### config.mk
export PLATFORM = sky130hd
export DESIGN_NAME = handshake_elastic_fifo
export DESIGN_NICKNAME = d
export VERILOG_FILES = /design/src/rtl/handshake_pkg.sv /design/src/rtl/handshake_wrap_counter.sv /design/src/rtl/handshake_elastic_fifo.sv
export SDC_FILE = /design/constraint.sdc
export NUM_CORES = 1
export LEC_CHECK = 0
export CORE_MARGIN = 2
export CORE_UTILIZATION = 56
export DETAILED_ROUTE_END_ITERATION = 10
export GPL_TIMING_DRIVEN = 0
export PLACE_DENSITY = 0.8
export SETUP_SLACK_MARGIN = 0.2
export SLEW_MARGIN = 20
export SYNTH_ARGS = -nofsm -noshare
export SYNTH_HDL_FRONTEND = slang
export SYNTH_SLANG_ARGS = --single-unit
### constraint.sdc
create_clock -name clk -period 2.6 [get_ports clk]
set_input_delay 0.39 -clock clk [delete_from_list [all_inputs] [get_ports clk]]
set_output_delay 0.39 -clock clk [all_outputs]
set_load 0.02 [all_outputs]
### src/rtl/handshake_pkg.sv
// Shared handshake fabric helpers: width functions, channel defaults and
// the transfer-kind encoding used by elastic stages.
package handshake_pkg;

  localparam int unsigned HS_DATA_WIDTH = 32;
  localparam int unsigned HS_DEPTH      = 4;
  localparam int unsigned HS_MAX_DEPTH  = 64;

  // {push, pop} as seen at a single clock edge
  typedef enum logic [1:0] {
    XFER_IDLE = 2'b00,
    XFER_POP  = 2'b01,
    XFER_PUSH = 2'b10,
    XFER_BOTH = 2'b11
  } xfer_e;

  function automatic int unsigned clog2(input int unsigned v);
    int unsigned r;
    r = 0;
    while ((64'd1 << r) < 64'(v)) r++;
    return r;
  endfunction

  // Pointer width never drops below one bit, even for a single slot
  function automatic int unsigned PTR_W(input int unsigned depth);
    return (clog2(depth) == 0) ? 1 : clog2(depth);
  endfunction

  function automatic int unsigned CNT_W(input int unsigned depth);
    return clog2(depth + 1);
  endfunction

endpackage

### src/rtl/handshake_wrap_counter.sv
// Modulo-MAX index counter; wraps MAX-1 -> 0 by explicit compare so
// non-power-of-two ranges work.
module handshake_wrap_counter
  import handshake_pkg::*;
#(
  parameter int unsigned MAX = 4,
  localparam int unsigned W  = PTR_W(MAX)
) (
  input  logic         clk,
  input  logic         rst,
  input  logic         inc,
  output logic [W-1:0] value
);

  logic [W-1:0] value_q, value_d;

  always_comb begin
    value_d = value_q;
    if (inc) begin
      value_d = (value_q == W'(MAX - 1)) ? '0 : value_q + W'(1);
    end
  end

  always_ff @(posedge clk or negedge rst) begin
    if (!rst) value_q <= '0;
    else      value_q <= value_d;
  end

  assign value = value_q;

endmodule

### src/rtl/handshake_elastic_fifo.sv
// Elastic FIFO for the handshake fabric: DEPTH slots of slack, valid/ready
// driven only from registered state so both timing directions are cut.
module handshake_elastic_fifo
  import handshake_pkg::*;
#(
  parameter int unsigned DATA_WIDTH = HS_DATA_WIDTH,
  parameter int unsigned DEPTH      = HS_DEPTH
) (
  input  logic                  clk,
  input  logic                  rst,
  input  logic [DATA_WIDTH-1:0] ins,
  input  logic                  ins_valid,
  output logic                  ins_ready,
  output logic [DATA_WIDTH-1:0] outs,
  output logic                  outs_valid,
  input  logic                  outs_ready
);

  localparam int unsigned PW = PTR_W(DEPTH);
  localparam int unsigned CW = CNT_W(DEPTH);

  logic [DATA_WIDTH-1:0] mem_q [DEPTH];
  logic [PW-1:0]         wr_ptr, rd_ptr;
  logic [CW-1:0]         count_q, count_d;
  logic                  in_rdy_q, in_rdy_d;
  logic                  out_vld_q, out_vld_d;
  logic                  push, pop;
  xfer_e                 xfer;

  assign push = ins_valid & in_rdy_q;
  assign pop  = out_vld_q & outs_ready;
  assign xfer = xfer_e'({push, pop});

  handshake_wrap_counter #(.MAX(DEPTH)) u_wr_ptr (
    .clk   (clk),
    .rst   (rst),
    .inc   (push),
    .value (wr_ptr)
  );

  handshake_wrap_counter #(.MAX(DEPTH)) u_rd_ptr (
    .clk   (clk),
    .rst   (rst),
    .inc   (pop),
    .value (rd_ptr)
  );

  // Occupancy and the full/empty flags it implies for the next cycle
  always_comb begin
    count_d = count_q;
    unique case (xfer)
      XFER_PUSH: count_d = count_q + CW'(1);
      XFER_POP:  count_d = count_q - CW'(1);
      default:   count_d = count_q;
    endcase
    in_rdy_d  = (count_d != CW'(DEPTH));
    out_vld_d = (count_d != '0);
  end

  always_ff @(posedge clk or negedge rst) begin
    if (!rst) begin
      count_q   <= '0;
      in_rdy_q  <= 1'b1;
      out_vld_q <= 1'b0;
    end else begin
      count_q   <= count_d;
      in_rdy_q  <= in_rdy_d;
      out_vld_q <= out_vld_d;
    end
  end

  always_ff @(posedge clk or negedge rst) begin
    if (!rst) begin
      for (int i = 0; i < int'(DEPTH); i++) mem_q[i] <= '0;
    end else if (push) begin
      mem_q[wr_ptr] <= ins;
    end
  end

  assign ins_ready  = in_rdy_q;
  assign outs_valid = out_vld_q;
  assign outs       = mem_q[rd_ptr];

endmodule

# Word-level counts from Yosys, hierarchy flattened
# Index checks and enable logic that the tools add are counted.
[word_totals]
output_inout_bits = 34
input_bits = 36
elab_cells = 36
regBits = 137
[op_classes]
n_bitwise = 4
magnitude_cmp = 3
n_addsub = 4
muxes = 9
n_reduce_logical = 2
n_eq_ne = 5
[op_table]
columns = ["operator", "count"]
rows = [
  ["$bwmux W128", 1],
  ["$mux W32", 3],
  ["$bmux W32 S2", 1],
  ["$demux W32 S2", 1],
  ["$eq A2 B2 Y1 const B", 3],
  ["$ge A3 B3 Y1 const B", 2],
  ["$not A2 Y3", 2],
  ["$pmux W3 S2", 1],
  ["$add A2 B1 Y2 const B", 2],
  ["$mux W2", 2],
  ["$add A3 B1 Y3 const B", 1],
  ["$lt A3 B1 Y1 const B", 1],
  ["$ne A3 B3 Y1 const B", 1],
  ["$reduce_bool A3 Y1", 1],
  ["$sub A3 B1 Y3 const B", 1],
  ["$and A1 B1 Y1", 2],
  ["$eq A2 B1 Y1 const B", 1],
  ["$logic_and A1 B1 Y1", 1],
]

# Longest topological paths before layout
[depth]
ltp_word = 6
depth_mapped = 7
depth_no_buf = 7

# Cells and area by module
# From an unflattened synthesis, not the netlist that was laid out.
[hier_totals]
hier_cells = 345
area_unflattened_um2 = 6178.4
[modules_own_cells]
columns = ["module", "seq_area_each_um2", "area_each_um2", "n_inst", "cells_each"]
rows = [
  ["handshake_elastic_fifo", 3329.4, 6000.8, 1, 333],
  ["handshake_wrap_counter", 50.0, 88.8, 2, 6],
]

# Worst setup path before layout
# Ideal clock, no wire load.
[synth_timing]
kind = "register to register"
from = "reg in_rdy_q, in the netlist ins_ready"
to = "reg out_vld_q, in the netlist outs_valid"
setup_time_ns = 0.142
required_ns = 2.458
period_less_slack_ns = 1.967
path_stages_with_launch = 7
path_buffers = 0
setup_slack_ns = 0.633
arrival_time_ns = 1.825
path_cell_list = "dfstp_2 -> nand2_1 -> ha_1 -> fa_1 -> xnor2_1 -> o21ai_0 -> o221ai_1"
[synth_via]
elab_chain_cells = 4
word_cells_on_any_way = 5
classes_between = "eq/ne (2); mux (1); bitwise (1); reduce/logical (1)"
[synth_lines]
columns = ["element", "line_no", "text"]
rows = [
  ["from (decl)", "handshake_elastic_fifo.sv:25", "logic in_rdy_q, in_rdy_d;"],
  ["from (signal assigned)", "handshake_elastic_fifo.sv:67", "in_rdy_q <= in_rdy_d;"],
  ["$and A1 B1 Y1 *", "handshake_elastic_fifo.sv:30", "assign push = ins_valid & in_rdy_q;"],
  ["$eq A2 B1 Y1 / $eq A2 B2 Y1 (equally long branches)", "handshake_elastic_fifo.sv:51", "unique case (xfer)"],
  ["$pmux W3 S2 *", "handshake_elastic_fifo.sv:51", ""],
  ["$reduce_bool A3 Y1 *", "handshake_elastic_fifo.sv:57", "out_vld_d = (count_d != '0);"],
  ["net out_vld_d", "handshake_elastic_fifo.sv:26", "logic out_vld_q, out_vld_d;"],
  ["to (signal assigned)", "handshake_elastic_fifo.sv:68", "out_vld_q <= out_vld_d;"],
  ["to (decl)", "handshake_elastic_fifo.sv:26", ""],
]
# Mark *: on every way through the listed nets, which the timed path passes. The rest lies on a longest branch.
# A chain may end at the register's enable or synchronous reset.

# Worst setup path after layout
[layout_timing]
from = "reg u_rd_ptr.value_q[0], in the netlist u_rd_ptr.value[0]"
to = "out outs[15]"
[layout_via]
elab_chain_cells = 4
[layout_lines]
columns = ["element", "line_no", "text"]
rows = [
  ["from (decl)", "handshake_wrap_counter.sv:15", "logic [W-1:0] value_q, value_d;"],
  ["from (signal assigned)", "handshake_wrap_counter.sv:26", "else value_q <= value_d;"],
  ["$not A2 Y3 (not written as such)", "handshake_elastic_fifo.sv:82", "assign outs = mem_q[rd_ptr];"],
  ["$bmux W32 S2", "handshake_elastic_fifo.sv:82", ""],
  ["$mux W32 (not written as such) (2 in a row)", "handshake_elastic_fifo.sv:82", ""],
  ["to (decl)", "handshake_elastic_fifo.sv:14", "output logic [DATA_WIDTH-1:0] outs,"],
]
# No other way between the ends. The select of a mux whose other input is x is not followed.

==> reports/results.txt <==
Starting Density = 57.7%
Top Usage Layer GRT = met2
crit-path max cell delay = 0.50 ns
leakage = 3.21 nW
Syn Inst Count = 351
highest-delay cell along the critical path = mux4_2
filler instances = 677
worst hold path type = in2async
met1 Usage GRT = 30.6%
Detailed Routing Iterations Pass 1 = 4
max_cap viols = 0
Worst-path clk slew = 0.06 ns
Multi-input gate area = 2420 um^2
GRT met3 Usage = 6.36%
WS Path Type = reg2out
post-synth cell types = 22
worst-path cell chain = buf_8 > buf_4 > mux4_2 > dlygate4sd2_1
RSZ-0062 raised after global routing = yes
min cycle time layout = 2.41 ns
Starting DRT DRC Count = 165
chip width = 107 um
PwrDens = 1460 nW/um^2
total power = 10.9 mW
vias in the first global route = 3746
H-tree depth = 4
CTS Buffer Depth = 2
worst-skew pair later-pin latency = 0.52 ns
r2r worst-path depth = 6
final hold slack = 0.334 ns
DR vias = 3366
sequential element share of the synthesized area = 57.3%
WP data arrival = 2.02 ns
drt wl/cell = 20.0 um
Rel. slew slack = 67.7%
share of flip-flops with an asynchronous set or reset = 100%
peak supply drop = 0.784 mV
Routed Antenna Nets = 0
startpoint class of the critical path = flop
CP required = 2.21 ns
Setup Skew = 0.00981 ns
initial antenna violation count = 0
syn nets = 394
Setup crit end kind = output pin
I/O pin count = 70
largest net degree at the start of global routing = 101
Final nets = 488
reg-to-reg endpoint = outs_valid$_DFF_PN0_
Highest Clock Rate = 0.414 GHz
final WL = 11900 um
GR Util met2 = 37.3%
Avg Synthesized Cell Area = 17.1 um^2
Fin Setup TNS = 0 ns
final hold violation count = 0
critical path peak fanout = 7
share of cells above drive strength 1 = 54.8%
Slew Viols, Final = 0
Die ar. = 11500 um^2
DR vias/cell = 5.67
Finished Layout Cells = 594
area delta synth->final = 24.5%
core area = 10400 um^2
period utilization = 92.8%
Worst R2R Start = ins_ready$_DFF_PN1_
Congestion Overflow GR = 0
Setup-failing EPs final = 0
chip height = 107 um
R2R setup slack = 0.41 ns
antenna diode count = 0
CTS root buffer = clkbuf_8
I/O Buffers = 69
clk sinks = 137
Synth Warn # = 0
GRT Util Overall = 23.3%
Synth Flop Type = dfrtp_1
storage element area = 3430 um^2
DRC violations left = 0
Netlist Area Pre-Place = 5990 um^2
cts bufs inserted = 17
register bit count reported by yosys = 137
placed insts = 557
status = completed
RD Place Congestion = 0.746
number of enable flip-flop cells after synthesis = 0
Rows = 37
CTS tree = yes
first-pass GRT wire length = 19800 um
Tightest Pin Transition = 0.485 ns
Final HPWL DP = 7620 um
critical path, delay by kind of cell (launching register included):
family,cells,cell delay (ns)
flops,1,0.37
buf+inv,3,0.63
mux,1,0.50
layout make-up:
cell class / instances / area share [%]
clock buffers: 17 / 5.56
flip-flops and latches: 137 / 46.0
repair buffers: 75 / 8.48
plain buffers: 20 / 2.27
well taps: 136 / 2.28
clock inverters: 15 / 2.69
multi-input cells: 191 / 32.5
inverters: 3 / 0.151
cells in the mapped netlist, types with 3 or more instances:
library cell / instances / area [um^2]
mux4_2: 32 / 721
xnor2_1: 3 / 26.3
buf_2: 15 / 75.1
nand3_1: 4 / 20.0
dfrtp_1: 136 / 3400
ha_1: 6 / 75.1
buf_6: 3 / 33.8
mux2_2: 131 / 1480
inv_1: 3 / 11.3
power breakdown:
group	internal, mW	switching (mW)	leakage [nW]
Clock	1.56	0.919	0.291
Combinational	2.51	2.07	1.30
Sequential	3.23	0.560	1.62
logic make-up (layout without fill, tap and decap cells):
family          count (synthesis)  count (layout)  synth area share (%)
compound gates                  6               6                 0.648
buf+inv                        23             130                  2.19
mux                           163             163                  36.7
flops                         137             137                  57.3
xor+xnor                        3               3                 0.439
fa+ha+maj                       7               7                  1.59
simple gates                   12              12                  1.15
placed cells by master (no fill, tap or decap), types with 2 or more instances in the layout:
cell type | synthesis | final
nand3_1 | 4 | 4
clkbuf_16 | 0 | 16
buf_4 | 1 | 6
clkinv_4 | 0 | 2
dfrtp_1 | 136 | 136
clkdlybuf4s15_2 | 0 | 2
nand2_1 | 2 | 2
mux2_2 | 131 | 131
inv_6 | 0 | 2
nor3b_1 | 2 | 2
o21ai_0 | 2 | 2
dlygate4sd2_1 | 0 | 3
a21o_1 | 2 | 2
bufinv_16 | 0 | 4
nor3_1 | 2 | 2
clkinv_2 | 0 | 3
buf_8 | 0 | 2
clkinvlp_4 | 0 | 4
clkbuf_2 | 0 | 26
buf_2 | 15 | 12
ha_1 | 6 | 6
xnor2_1 | 3 | 3
mux4_2 | 32 | 32
buf_12 | 0 | 3
clkdlybuf4s50_1 | 0 | 36
inv_1 | 3 | 3
metal layers:
metal | wire length (um) | share of wire (%)
met5 | 0 | 0
met4 | 111 | 0.94
met3 | 508 | 4.3
met2 | 6020 | 51
met1 | 5230 | 44
state kept, by name (all words and copies together), names as in the netlist:
register	flops
u_wr_ptr.value	2
outs_valid	1
mem_q	128
count_q	3
ins_ready	1
u_rd_ptr.value	2
worst max-delay path by stage:
stage	from	endpoint	slack (ns)	cells after the start
CTS	u_rd_ptr.value[0]$_DFFE_PN0N_	outs[6]	0.04	4
global placement	rst	mem_q[121]$_DFFE_PN0P_	-4.03	1
finish	u_rd_ptr.value[0]$_DFFE_PN0N_	outs[15]	0.19	4
detailed placement	ins_valid	outs_valid$_DFF_PN0_	0.02	7
global route	u_rd_ptr.value[0]$_DFFE_PN0N_	outs[16]	0.12	4
floorplan	ins_ready$_DFF_PN1_	outs_valid$_DFF_PN0_	0.63	6
stage by stage:
stage               util [%]  setup slack [ns]  area [um^2]
floorplan                  -             0.633         5990
global placement        66.0             -4.03         6850
detailed placement      66.3            0.0224         6880
CTS                     72.4            0.0367         7500
global route            71.9             0.122         7450
finish                  71.9             0.187         7450
repair_timing:
item                                   in CTS  in global routing
endpoints found under the hold margin      37                  0
buffers inserted                            1                  3
hold buffers                                1                  0
gates cloned                                0                  0
setup endpoints to repair                  32                 30
gates resized for setup                    45                 58
(Power assumes the default switching activity.)
